==> src/rtl/voice_mixer_pwm.sv <==
// voice_mixer_pwm: four-voice envelope mixer feeding a 256-step PWM audio output.
// Each voice sample is centred, scaled by its decaying 4-bit envelope, summed over two
// register stages into an unsigned 8-bit mix level, and that level sets the PWM duty
// once per 256-clock period.
module voice_mixer_pwm #(
   parameter logic [11:0] ENV_DIV = 12'd4095
) (
   input  logic        clk,
   input  logic        rst_n,
   input  logic [7:0]  sample1,
   input  logic [7:0]  sample2,
   input  logic [7:0]  sample3,
   input  logic [7:0]  sample4,
   input  logic [3:0]  note_on,
   input  logic [3:0]  voice_en,
   output logic        pwm_out,
   output logic [7:0]  mix_level,
   output logic [15:0] env_levels,
   output logic        period_start
);

   localparam int unsigned NumVoices = 4;

   // Envelope prescaler
   logic [11:0] presc_q;
   logic [11:0] presc_d;
   logic        env_tick;

   // Envelope levels
   logic [3:0] env_q [NumVoices];
   logic [3:0] env_d [NumVoices];

   // Stage 1: per-voice scaled contribution
   logic [7:0]         sample    [NumVoices];
   logic [7:0]         centered  [NumVoices];
   logic signed [11:0] product   [NumVoices];
   logic signed [7:0]  scaled_d  [NumVoices];
   logic signed [7:0]  scaled_q  [NumVoices];

   // Stage 2: mix
   logic signed [9:0] sum;
   logic [7:0]        mix_d;

   // PWM
   logic [7:0] cnt_q;
   logic [7:0] duty_q;
   logic       pwm_d;
   logic       period_start_d;

   // Fraction bits dropped by the >>4 and >>2 scaling; read here so they are not dangling.
   logic unused_frac;

   // Gather the four sample ports into an indexable array.
   always_comb begin
      sample[0] = sample1;
      sample[1] = sample2;
      sample[2] = sample3;
      sample[3] = sample4;
   end

   // Prescaler: count down, reload and tick when it reaches zero.
   always_comb begin
      env_tick = (presc_q == 12'd0);
      presc_d  = env_tick ? ENV_DIV : presc_q - 12'd1;
   end

   // Envelope next state: retrigger beats a simultaneous decay tick; decay saturates at 0.
   always_comb begin
      for (int i = 0; i < NumVoices; i++) begin
         env_d[i] = env_q[i];
         if (note_on[i]) begin
            env_d[i] = 4'd15;
         end else if (env_tick && (env_q[i] != 4'd0)) begin
            env_d[i] = env_q[i] - 4'd1;
         end
      end
   end

   // Prescaler and envelope state registers.
   always_ff @(posedge clk or negedge rst_n) begin
      if (!rst_n) begin
         presc_q <= 12'd0;
         for (int i = 0; i < NumVoices; i++) begin
            env_q[i] <= 4'd0;
         end
      end else begin
         presc_q <= presc_d;
         for (int i = 0; i < NumVoices; i++) begin
            env_q[i] <= env_d[i];
         end
      end
   end

   // Stage 1 datapath: centre sample, multiply by current level, floor-divide by 16.
   always_comb begin
      for (int i = 0; i < NumVoices; i++) begin
         // Offset-binary to two's complement: 128 becomes 0.
         centered[i] = {~sample[i][7], sample[i][6:0]};
         // |s * level| <= 1920 fits a 12-bit signed product.
         product[i]  = $signed({{4{centered[i][7]}}, centered[i]}) *
                       $signed({8'd0, env_q[i]});
         // Taking bits [11:4] of a two's-complement value is a flooring shift by 4.
         scaled_d[i] = voice_en[i] ? product[i][11:4] : 8'sd0;
      end
   end

   // Stage 1 registers.
   always_ff @(posedge clk or negedge rst_n) begin
      if (!rst_n) begin
         for (int i = 0; i < NumVoices; i++) begin
            scaled_q[i] <= 8'sd0;
         end
      end else begin
         for (int i = 0; i < NumVoices; i++) begin
            scaled_q[i] <= scaled_d[i];
         end
      end
   end

   // Stage 2 datapath: sum four voices and bias into unsigned 8-bit range.
   always_comb begin
      sum = {{2{scaled_q[0][7]}}, scaled_q[0]} +
            {{2{scaled_q[1][7]}}, scaled_q[1]} +
            {{2{scaled_q[2][7]}}, scaled_q[2]} +
            {{2{scaled_q[3][7]}}, scaled_q[3]};
      // sum lies in -480..476, so adding 512 never carries out of 10 bits and is just an
      // MSB flip; the >>2 then keeps bits [9:2].
      mix_d = {~sum[9], sum[8:2]};
   end

   always_comb begin
      unused_frac = ^{sum[1:0], product[0][3:0], product[1][3:0],
                      product[2][3:0], product[3][3:0]};
   end

   // Stage 2 register: mix level output.
   always_ff @(posedge clk or negedge rst_n) begin
      if (!rst_n) begin
         mix_level <= 8'd128;
      end else begin
         mix_level <= mix_d;
      end
   end

   // PWM compare and period marker, both registered one clock after the counter.
   always_comb begin
      pwm_d          = (cnt_q < duty_q);
      period_start_d = (cnt_q == 8'hFF);
   end

   // PWM counter, duty latch (only at period end) and registered outputs.
   always_ff @(posedge clk or negedge rst_n) begin
      if (!rst_n) begin
         cnt_q        <= 8'd0;
         duty_q       <= 8'd128;
         pwm_out      <= 1'b0;
         period_start <= 1'b0;
      end else begin
         cnt_q        <= cnt_q + 8'd1;
         pwm_out      <= pwm_d;
         period_start <= period_start_d;
         if (cnt_q == 8'hFF) begin
            duty_q <= mix_level;
         end
      end
   end

   assign env_levels = {env_q[3], env_q[2], env_q[1], env_q[0]};

endmodule
==> config.mk <==
export PLATFORM = sky130hd
export DESIGN_NAME = voice_mixer_pwm
export DESIGN_NICKNAME = d
export VERILOG_FILES = /design/src/rtl/voice_mixer_pwm.sv
export SDC_FILE = /design/constraint.sdc
export NUM_CORES = 1
export LEC_CHECK = 0
export CORE_MARGIN = 2
export CORE_UTILIZATION = 49
export CTS_BUF_LIST = sky130_fd_sc_hd__clkbuf_16
export CTS_CLUSTER_SIZE = 10
export DETAILED_ROUTE_END_ITERATION = 8
export PLACE_DENSITY_LB_ADDON = 0.15
export REMOVE_ABC_BUFFERS = 1
export SLEW_MARGIN = 20
export SYNTH_ARGS = -nofsm -noshare
export SYNTH_HDL_FRONTEND = slang
export SYNTH_SLANG_ARGS = --single-unit
==> constraint.sdc <==
create_clock -name clk -period 4.1 [get_ports clk]
set_clock_uncertainty 0.15 [all_clocks]
set_input_delay 1.025 -clock clk [delete_from_list [all_inputs] [get_ports clk]]
set_output_delay 1.025 -clock clk [all_outputs]
set_load 0.02 [all_outputs]
==> flow_summary.ini <==
[routing]
viasPerCell = 4.93
dr_wl_met3_um = 375
vias = 6455
wl_per_cell_um = 13.0
wl_met2_mm = 8.14
postRouteAntennaNets = 0
routed.top_layer = met4
drc = 0
firstDrtPassIters = 4
drt-met1-wl_mm = 8.22
drt_wl_total_mm = 17.0
drt-initial-drc-count = 250

[setup_path]
worstPathMaxFanout = 5
critPathLaunch = sample4[3]
crit_path_start_kind = input port
crit_arrival_ps = 4140
r2r_start = env_levels[14]
rr_worst_depth = 14
critPathKind = input port to register
cp.required_ps = 4170
cp-end-kind = register

[logic_synthesis]
synth_largest_area_cell = dfrtp_1
yosysUniqueCellTypes = 51
syn_area_sq_um = 8480
async_flop_share = 1.00
synth_top_area_share = 0.248
synthesis.yosys.warnings = 0
netlist_top_cells_count = inv_1 (182), ha_1 (97), dfrtp_1 (84)
synth_cells = 919
yosys.cell_count.top_type = inv_1
synthFlopType = dfrtp_1
synth-edff-count = 0
ys_ff_latch = 86
ys_seq_area_frac = 0.254
postSynthAreaPerCell_sq_um = 9.23
synth_area_leaders = dfrtp_1 (25%), fa_1 (18%), ha_1 (14%), inv_1 (8.1%), and2_1 (6.0%)

[sta]
finalCritPeriodShare = 0.991
setup_ws_ps = 37.3
setup_viol = 0
relSlewSlack = 0.495
holdWs_ps = 313
final_hold_viol_count = 0
max_freq_mhz = 246
slew_violations = 0
period_needed_ps = 4060
worst_slew_pin_slew_ps = 757

[power_and_ir_drop]
p_int_mw = 3.51
combPwrFrac = 0.631
p_sw_mw = 2.20
power_frac_seq = 0.208
p_clk_frac = 0.161
powerDensity_nw_per_um2 = 520
ir_worst_vdd_v = 0.000407
leakage_nw = 5.50
swShare = 0.385

[min_path]
hold_depth = 1
min-delay-start = presc_q[0]
holdCritPathClass = register to register

[clocking]
cts-root-buf = clkbuf_16
htreeDepth = 3
clk_pin_slew_ps = 60
numCtsBuffers = 9
clk_latency_ps = 340
cts.sink_count = 86
cts_tree = done
cts_hold_buf = 0
clk_path_buf_depth = 2

[grt]
overflow = 0
grt_pass1_vias = 6423
grtUsageTotal = 0.191
grt_max_degree = 49
antenna_found_initial = 0
grt_pass1_wl_mm = 28.8

[floorplanning]
die_w_um = 136
initial_core_util = 0.496
dieArea_sq_um = 18400
core-area_sq_um = 17100
die_y_um = 136
ios = 68
num_rows = 48

[status]
outcome = finished clean

[place]
place_ws_ps = -726
placed_cells = 1290
hpwlAfterDp_mm = 13.1
portBuffers = 67
place_congestion = 0.755

[final_layout]
fill_cells = 1449
nNetsFinal = 1295
syn_to_final_growth_pct = 29.4
num_antenna_cells = 0
drive_above_1_share = 0.190
stdcell_count = 1309

[flow_run]
maxCapViolations = 0
[repair_timing]
action,in CTS,in global routing
endpoints found under the setup margin,25,23
setup buffers,1,2
endpoints found under the hold margin,0,0
gates resized for setup,59,54
pin swaps,32,48
[layout by cell type, fill, tap and decap left out, types with 18 or more instances in the layout]
master             n
o21ai_0           20
inv_1            173
ha_4              25
nand2_1           66
nor2_1            45
clkdlybuf4s50_1   40
ha_1              71
dfrtp_1           84
fa_1              77
dlygate4sd2_1     18
nand2b_1          27
and2_1            70
buf_4            103
xnor2_1           38
[cell type report]
class	instances	area, sq um	area share
multi-input cells	631	6090	0.555
flip-flops and latches	86	2150	0.196
clock buffers	9	225	0.0205
well taps	225	282	0.0257
inverters	182	683	0.0623
repair buffers	169	1430	0.130
clock inverters	7	111	0.0101
[logic make-up (layout without fill, tap and decap cells)]
kind of cell,count (synthesis),after routing,synth area share
mux,8,8,0.0100
buf+inv,202,367,0.0926
xor+xnor,48,48,0.0496
flops,86,86,0.254
fa+ha+maj,174,174,0.325
compound gates,110,110,0.0881
simple gates,291,291,0.181
[stage by stage]
step,area [sq um],TNS (ps),util,power [mW]
finish,11000,0,0.641,5.71
global route,11000,-177,0.641,6.31
CTS,10700,0,0.623,5.57
detailed placement,10100,-14080,0.589,4.47
global placement,10100,-13400,0.589,4.41
floorplan,8380,-513,-,3.52
[metal layers]
layer | global-route usage | up-vias
met1 | 0.261 | 3088
li1 | - | 3258
met2 | 0.324 | 84
met5 | 0 | -
met4 | 0.0451 | 0
met3 | 0.0262 | 25
[registers in the layout, indices dropped and copies added (netlist names)]
signal,count
scaled_q,32
env_levels,16
presc_q,12
cnt_q,8
duty_q,8
mix_level,8
period_start,1
pwm_out,1
[power by group through the flow]
stage          Clock, mW  Combinational (mW)  Sequential, mW
3_5_place_dp           0                3.27            1.20
2_1_floorplan          0                2.31            1.21
3_3_place_gp           0                3.20            1.21
4_1_cts            0.939                3.44            1.19
6_report           0.920                3.60            1.19
5_1_grt            0.975                4.13            1.21
[path summary, 6_finish.rpt]
path	endpoint	slack, ps
max	scaled_q[5]	40
min	presc_q[0]	310
max reg2reg	scaled_q[5]	370
min reg2reg	presc_q[0]	310
max in group asynchronous	presc_q[10]	2530
min in group asynchronous	env_levels[12]	550
[critical path, stage by stage]
cell	delay (ps)
dlygate4sd2_1	240
and2_4	170
ha_4	230
fa_1	530
inv_1	50
fa_1	470
inv_1	60
ha_4	220
and2_4	160
a22o_4	230
o2111a_1	260
buf_4	160
nor3_1	250
nor3_2	70
(Power assumes the default switching activity.)
